==> src/rtl/mul_pkg.sv <==
// Shared types for the HI/LO multiply path: FSM states, iteration count
// and the HI/LO write-enable encoding consumed by the HI/LO unit.
package mul_pkg;

  localparam int MUL_ITER = 32;

  typedef enum logic [1:0] {
    MUL_IDLE = 2'b00,
    MUL_CALC = 2'b01,
    MUL_DONE = 2'b10
  } mul_state_e;

  typedef enum logic [1:0] {
    HILO_WE_NONE = 2'b00,
    HILO_WE_LO   = 2'b01,
    HILO_WE_HI   = 2'b10,
    HILO_WE_BOTH = 2'b11
  } hilo_we_e;

endpackage

==> src/rtl/mul.sv <==
// Radix-2 shift-add 32x32 multiplier (MULT/MULTU) for the HI/LO unit.
// Define MUL_EARLY_TERM_EN to stop once the remaining multiplier is zero.
module mul
  import mul_pkg::*;
#(
  parameter int WIDTH = 32
) (
  input  logic             clk,
  input  logic             rst,
  input  logic [WIDTH-1:0] a,
  input  logic [WIDTH-1:0] b,
  input  logic             start,
  input  logic             sign,
  output logic [WIDTH-1:0] hi,
  output logic [WIDTH-1:0] lo,
  output logic             done,
  output logic             busy
);

  localparam int CW = $clog2(MUL_ITER);
  localparam logic [CW-1:0] CNT_LAST = CW'(MUL_ITER - 1);

  mul_state_e         state_q, state_d;
  logic [CW-1:0]      cnt_q, cnt_d;
  logic [2*WIDTH-1:0] mcand_q, mcand_d;
  logic [WIDTH-1:0]   mplr_q, mplr_d;
  logic [2*WIDTH-1:0] acc_q, acc_d;
  logic               neg_q, neg_d;
  logic [WIDTH-1:0]   hi_q, hi_d;
  logic [WIDTH-1:0]   lo_q, lo_d;

  logic [WIDTH-1:0]   a_mag, b_mag;
  logic [2*WIDTH-1:0] acc_nx, res;
  logic               last;

  // 0x80000000 maps onto itself, which is correct as an unsigned magnitude
  assign a_mag = (sign && a[WIDTH-1]) ? -a : a;
  assign b_mag = (sign && b[WIDTH-1]) ? -b : b;

  assign acc_nx = acc_q + (mplr_q[0] ? mcand_q : '0);
  assign res    = neg_q ? -acc_nx : acc_nx;

`ifdef MUL_EARLY_TERM_EN
  assign last = (cnt_q == CNT_LAST) || ((mplr_q >> 1) == '0);
`else
  assign last = (cnt_q == CNT_LAST);
`endif

  always_comb begin
    state_d = state_q;
    cnt_d   = cnt_q;
    mcand_d = mcand_q;
    mplr_d  = mplr_q;
    acc_d   = acc_q;
    neg_d   = neg_q;
    hi_d    = hi_q;
    lo_d    = lo_q;
    unique case (state_q)
      MUL_IDLE: begin
        if (start) begin
          mcand_d = {{WIDTH{1'b0}}, a_mag};
          mplr_d  = b_mag;
          neg_d   = sign & (a[WIDTH-1] ^ b[WIDTH-1]);
          acc_d   = '0;
          cnt_d   = '0;
          state_d = MUL_CALC;
        end
      end
      MUL_CALC: begin
        if (!start) begin
          state_d = MUL_IDLE;
        end else begin
          acc_d   = acc_nx;
          mcand_d = mcand_q << 1;
          mplr_d  = mplr_q >> 1;
          cnt_d   = cnt_q + 1'b1;
          if (last) begin
            state_d      = MUL_DONE;
            {hi_d, lo_d} = res;
          end
        end
      end
      MUL_DONE: state_d = MUL_IDLE;
      default:  state_d = MUL_IDLE;
    endcase
  end

  always_ff @(posedge clk or negedge rst) begin
    if (!rst) begin
      state_q <= MUL_IDLE;
      cnt_q   <= '0;
      mcand_q <= '0;
      mplr_q  <= '0;
      acc_q   <= '0;
      neg_q   <= 1'b0;
      hi_q    <= '0;
      lo_q    <= '0;
    end else begin
      state_q <= state_d;
      cnt_q   <= cnt_d;
      mcand_q <= mcand_d;
      mplr_q  <= mplr_d;
      acc_q   <= acc_d;
      neg_q   <= neg_d;
      hi_q    <= hi_d;
      lo_q    <= lo_d;
    end
  end

  assign hi   = hi_q;
  assign lo   = lo_q;
  assign done = (state_q == MUL_DONE);
  assign busy = (state_q == MUL_CALC);

endmodule

==> config.mk <==
export PLATFORM = sky130hd
export DESIGN_NAME = mul
export DESIGN_NICKNAME = d
export VERILOG_FILES = /design/src/rtl/mul_pkg.sv /design/src/rtl/mul.sv
export SDC_FILE = /design/constraint.sdc
export NUM_CORES = 1
export LEC_CHECK = 0
export BUFFER_PORTS_ARGS = -buffer_cell sky130_fd_sc_hd__buf_2
export CELL_PAD_IN_SITES_DETAIL_PLACEMENT = 2
export CELL_PAD_IN_SITES_GLOBAL_PLACEMENT = 2
export CORE_ASPECT_RATIO = 1.25
export CORE_UTILIZATION = 40
export CTS_BUF_LIST = sky130_fd_sc_hd__clkbuf_16
export CTS_CLUSTER_SIZE = 12
export DETAILED_ROUTE_END_ITERATION = 10
export PLACE_DENSITY_LB_ADDON = 0.25
export SYNTH_ARGS = -nofsm -noshare
export SYNTH_HDL_FRONTEND = slang
export SYNTH_SLANG_ARGS = --single-unit
==> constraint.sdc <==
create_clock -name clk -period 9.9 [get_ports clk]
set_input_delay 0.495 -clock clk [delete_from_list [all_inputs] [get_ports clk]]
set_output_delay 0.495 -clock clk [all_outputs]
set_load 0.01 [all_outputs]
== Word-level counts from Yosys, hierarchy flattened ==
Index checks and enable logic that the tools add are counted.

* Register bits after elaboration: 232
* Input port bits: 68
* Output and inout port bits: 66
* Logic and storage cells: 49

* $add $sub $neg: 5
* Equal/unequal tests: 6
* Muxes and demuxes: 20
* Bitwise operators: 2
* Reductions and logical operators: 8

{| class="wikitable"
|+ Operators by type and width
! cell !! count
|-
| $mux 64 || 6
|-
| $pmux 64 s2 || 2
|-
| $mux 32 || 4
|-
| $add 64x64->64 || 1
|-
| $neg 32->32 || 2
|-
| $neg 64->64 || 1
|-
| $pmux 32 s2 || 1
|-
| $mux 5 || 2
|-
| $pmux 5 s2 || 1
|-
| $mux 2 || 3
|-
| $reduce_and 3->1 || 2
|-
| $add 5x1->5 const B || 1
|-
| $eq 5x5->1 const B || 1
|-
| $ne 2x2->1 const B || 2
|-
| $pmux 2 s2 || 1
|-
| $reduce_and 2->1 || 2
|-
| $ne 3x2->1 const B || 1
|-
| $eq 2x1->1 const B || 1
|-
| $eq 2x2->1 const B || 1
|-
| $logic_and 1x1->1 || 2
|-
| $logic_not 2->1 || 1
|-
| $reduce_bool 2->1 || 1
|-
| $and 1x1->1 || 1
|-
| $xor 1x1->1 || 1
|}

== Depth between registers and ports, before layout ==
* Depth after elaboration: 4
* Gate-level depth with buffers: 20
* Depth with buffers taken out: 16

== Least setup slack after synthesis ==
OpenSTA, ideal clock, no wires.

* Path type: register -> register
* Start: register mplr_q[0]
* End: register hi_q[20], in the netlist hi[20]
* Setup time: 0.131 ns
* Data arrival time: 4.546 ns
* Required time: 9.769 ns
* Slack: 5.223 ns
* Cell stages (with the launch flop): 20
* Path buffers: 3
* Clock period less this slack: 4.677 ns
* Path through: dfrtp_1 clkbuf_1 clkbuf_1 and2_1 ha_1 inv_1 fa_1 nor2b_1 o31a_1 o21ai_1 a21boi_0 o2111ai_1 nor4_2 and4_1 or4b_1 nand4bb_1 buf_2 o41ai_1 xnor2_1 o21ai_1

* Word-level cells in the longest chain between the ends: 4

{| class="wikitable"
|+ Ends and longest elaborated chain
! what !! line !! source
|-
| start, declared || mul.sv:26 || <nowiki>logic [WIDTH-1:0] mplr_q, mplr_d;</nowiki>
|-
| start signal, assigned || mul.sv:102 || <nowiki>mplr_q <= mplr_d;</nowiki>
|-
| $mux 64 * || mul.sv:40 || <nowiki>assign acc_nx = acc_q + (mplr_q[0] ? mcand_q : '0);</nowiki>
|-
| $add 64x64->64 * || mul.sv:40 ||
|-
| $neg 64->64 || mul.sv:41 || <nowiki>assign res = neg_q ? -acc_nx : acc_nx;</nowiki>
|-
| $mux 64 * || mul.sv:41 ||
|-
| end signal, assigned || mul.sv:105 || <nowiki>hi_q <= hi_d;</nowiki>
|-
| end, declared || mul.sv:29 || <nowiki>logic [WIDTH-1:0] hi_q, hi_d;</nowiki>
|}

Mark *: on every way between the ends. The rest lies on a longest branch, timed or not.
A chain may end at the register's enable or synchronous reset.

== Worst setup path after layout ==
* Start: register mplr_q[0]
* End: register hi_q[17], in the netlist hi[17]

Same word-level chain as after synthesis.

==> metrics.yaml <==
outcome:
  status: "finished clean"
global_routing:
  grt_usage: 0.298
  grt_first_pass_wirelength_um: 100000
  grt_max_degree: 154
  grt_remaining_overflow: 0
  antenna_found_initial: 1
  grt_pass1_vias: 18000
worst_setup_path:
  cp_slowest_cell: "a211oi_1"
  timing.rr.start: "mplr_q[0]$_DFFE_PN0P_"
  cp_cell_sequence: "buf_4, and2_1, ha_1, inv_1, fa_1, nor2b_1, o31a_1, o211ai_1, a211oi_1, nor2_1, xor2_1, nand4_1, or4_1, nand4bb_1, o31ai_1, xor2_1, o21ai_0"
  path_common_cell: "xor2_1"
  r2r_cells: 17
  startpoint_type: "flip-flop"
  cp.arrival_ns: 7.12
  critical_path_peak_fanout: 64
  critical_path_class: "flip-flop to flip-flop"
  cp.required_ns: 10.32
  cp-end-kind: "flip-flop"
  cp-startpoint: "mplr_q[0]$_DFFE_PN0P_"
  cpPeakStageDelay_ns: 0.84
finish:
  area_growth_pct: 11.0
  final_common_cell: "nand2_1"
  final_cell_mix: "341 x nand2_1, 230 x dfrtp_1, 227 x o21ai_0"
  final_core_util: 0.451
  antenna_cells: 0
  finalNonFillerCells: 2714
  nFillCells: 4718
  fin_nets: 2281
  drive_above_1_share: 0.102
worst_hold_path:
  hold_path_depth: 3
  hold_class: "input port to flip-flop"
  hold_start: "a[0]"
clock_tree:
  cts_tree: "yes"
  cts_root_buf: "clkbuf_16"
  insertion_delay_ns: 0.58
  htree_levels: 1
  numClockSinks: 232
  clk_pin_slew_ns: 0.06
  clockBufferDepth: 3
  numCtsBuffers: 27
drt:
  drc_errors: 0
  drt-initial-drc-count: 737
  num_vias: 16300
  ant_nets: 0
  via_per_inst: 6.01
  drtPass1Iterations: 5
  wl_um: 62600
  wl_per_cell_um: 23.1
placed_design:
  dp_hpwl_um: 47400
  preCtsSetupSlack_ns: 3.31
  gp_congestion: 0.932
  dp.cells: 2666
  port_buffers: 133
sta:
  setup_tns_ns: 0
  relSlewSlack: 0.173
  setup_ws_ns: 3.20
  rsz0062_at_grt: "no"
  fmax_mhz: 149
  hold_viol: 0
  slew_violations: 0
  max_slew.worst_pin.slew_ns: 1.23
  finalCritPeriodShare: 0.677
  finClkSkew_ns: 0.0149
  setup_viol: 0
  fin_crit_ns: 6.70
power_and_ir_drop:
  netSwitchingPower_mw: 0.896
  pwr-share-clk: 0.364
  internal-power_mw: 1.73
  irDropWorstVdd_mv: 0.142
  p_leak_nw: 8.47
  combPwrFrac: 0.231
  cellPowerDensity_nw_per_um2: 141
  p_seq_frac: 0.405
  swShare: 0.341
job:
  cap_violations: 0
logic_synthesis:
  syn_area_per_cell_um2: 8.01
  ys_types: 84
  netlist_instances: 2093
  synth_area_um2: 16800
  syn-num-nets: 2230
  ys.flop_type: "dfrtp_1"
  ys_ff_latch: 232
  ys_seq_area_frac: 0.347
  async_flop_share: 1.00
  ys_warn_count: 0
  synth-edff-count: 0
die:
  ios: 134
  fp.dieW_um: 185
  rows: 83
  die_y_um: 231
  dieArea_um2: 42700
  start_util: 0.406
  core_um2: 41200
-- through the flow --
step	power [mW]	instance area [um^2]	hold slack, ns
floorplan	1.45	16800	0.199
global placement	1.65	17800	0.451
detailed placement	1.68	17800	0.462
CTS	2.65	18600	0.209
global route	2.75	18600	0.249
finish	2.63	18600	0.234
-- worst paths after layout --
kind	slack, ns	endpoint
hold reg to reg	0.47	lo[20]$_DFFE_PN0P_
setup reg to reg	3.20	hi[17]$_DFFE_PN0P_
min in group asynchronous	0.48	lo[27]$_DFFE_PN0P_
max in group asynchronous	7.94	state_q[0]$_DFFE_PN0P_
setup / recovery	3.20	hi[17]$_DFFE_PN0P_
hold / removal	0.23	mcand_q[0]$_DFFE_PN0P_
-- layout make-up --
class	count	area [um^2]	share of cell area
flip-flops and latches	232	5810	0.312
repair buffers	145	781	0.0420
multi-input cells	1703	10400	0.558
clock inverters	20	140	0.00753
clock buffers	27	676	0.0363
well taps	552	691	0.0371
inverters	35	131	0.00706
-- critical path: cells and delay by family (launching register included) --
family | cells | cell delay, ns
buffers and inverters | 2 | 0.56
and+or+nand+nor | 6 | 2.35
DFF | 1 | 0.35
AOI/OAI and AO/OA | 5 | 2.10
xor gates and xnor gates | 2 | 0.56
adders and majority gates | 2 | 0.61
-- power groups by stage --
stage | Sequential (mW) | Clock [mW] | Combinational (mW)
6_report | 1.06 | 0.957 | 0.607
2_1_floorplan | 1.05 | 0 | 0.404
5_1_grt | 1.07 | 1.01 | 0.666
4_1_cts | 1.06 | 0.976 | 0.609
3_3_place_gp | 1.08 | 0 | 0.574
3_5_place_dp | 1.08 | 0 | 0.602
-- state kept, by name, indices dropped and copies added, names as in the netlist --
register and count:
mplr_q 32, lo 32, neg_q 1, mcand_q 64, hi 32, state_q 2, acc_q 64, cnt_q 5
-- synthesized netlist by cell type, types with 6 or more instances --
| cell type | number | share of area |
|---|---|---|
| nand2_1 | 341 | 0.076 |
| dfrtp_1 | 232 | 0.35 |
| o21ai_0 | 227 | 0.068 |
| a21oi_1 | 169 | 0.050 |
| nor2_1 | 136 | 0.030 |
| clkbuf_1 | 110 | 0.025 |
| xor2_1 | 87 | 0.045 |
| and2_1 | 77 | 0.029 |
| ha_1 | 68 | 0.051 |
| xnor2_1 | 67 | 0.035 |
| nand3_1 | 51 | 0.015 |
| a22o_1 | 41 | 0.021 |
| inv_1 | 35 | 0.0078 |
| o31ai_1 | 35 | 0.016 |
| nand4_1 | 34 | 0.013 |
| nor3_1 | 34 | 0.010 |
| a21o_1 | 31 | 0.014 |
| o21ai_1 | 27 | 0.0081 |
| or3_1 | 22 | 0.0082 |
| nor4_1 | 19 | 0.0071 |
| a211oi_1 | 17 | 0.0076 |
| nand2b_1 | 16 | 0.0060 |
| o211ai_1 | 15 | 0.0067 |
| o41ai_1 | 12 | 0.0063 |
| and3_1 | 11 | 0.0041 |
| o22ai_1 | 10 | 0.0037 |
| or4_1 | 10 | 0.0045 |
| a221oi_1 | 9 | 0.0047 |
| o21bai_1 | 9 | 0.0040 |
| o21a_1 | 8 | 0.0036 |
| a31oi_1 | 6 | 0.0022 |
| buf_1 | 6 | 0.0013 |
| buf_2 | 6 | 0.0018 |
| nor2b_1 | 6 | 0.0022 |
| o211a_1 | 6 | 0.0036 |
-- routing by layer --
layer,track usage,wire length (um),vias to the layer above
met4,0.111,2240,0
met1,0.361,26200,8288
li1,-,-,7595
met5,0,0,-
met3,0.0249,1850,109
met2,0.541,32300,322
-- cell families (layout without fill, tap and decap cells) --
group / Yosys count / count (layout) / share of synthesized area
compound gates: 680 / 680 / 0.255
mux: 4 / 4 / 0.00239
fa+ha+maj: 69 / 69 / 0.0520
simple gates: 796 / 796 / 0.228
flops: 232 / 232 / 0.347
buf+inv: 158 / 227 / 0.0361
xor+xnor: 154 / 154 / 0.0805
-- timing repair --
item                      in CTS  in global routing
setup buffers                  0                  0
resized for setup              0                  0
hold endpoints to repair      79                  0
hold buffers                   1                  0
Note: power is estimated with default switching activity, not from simulation.
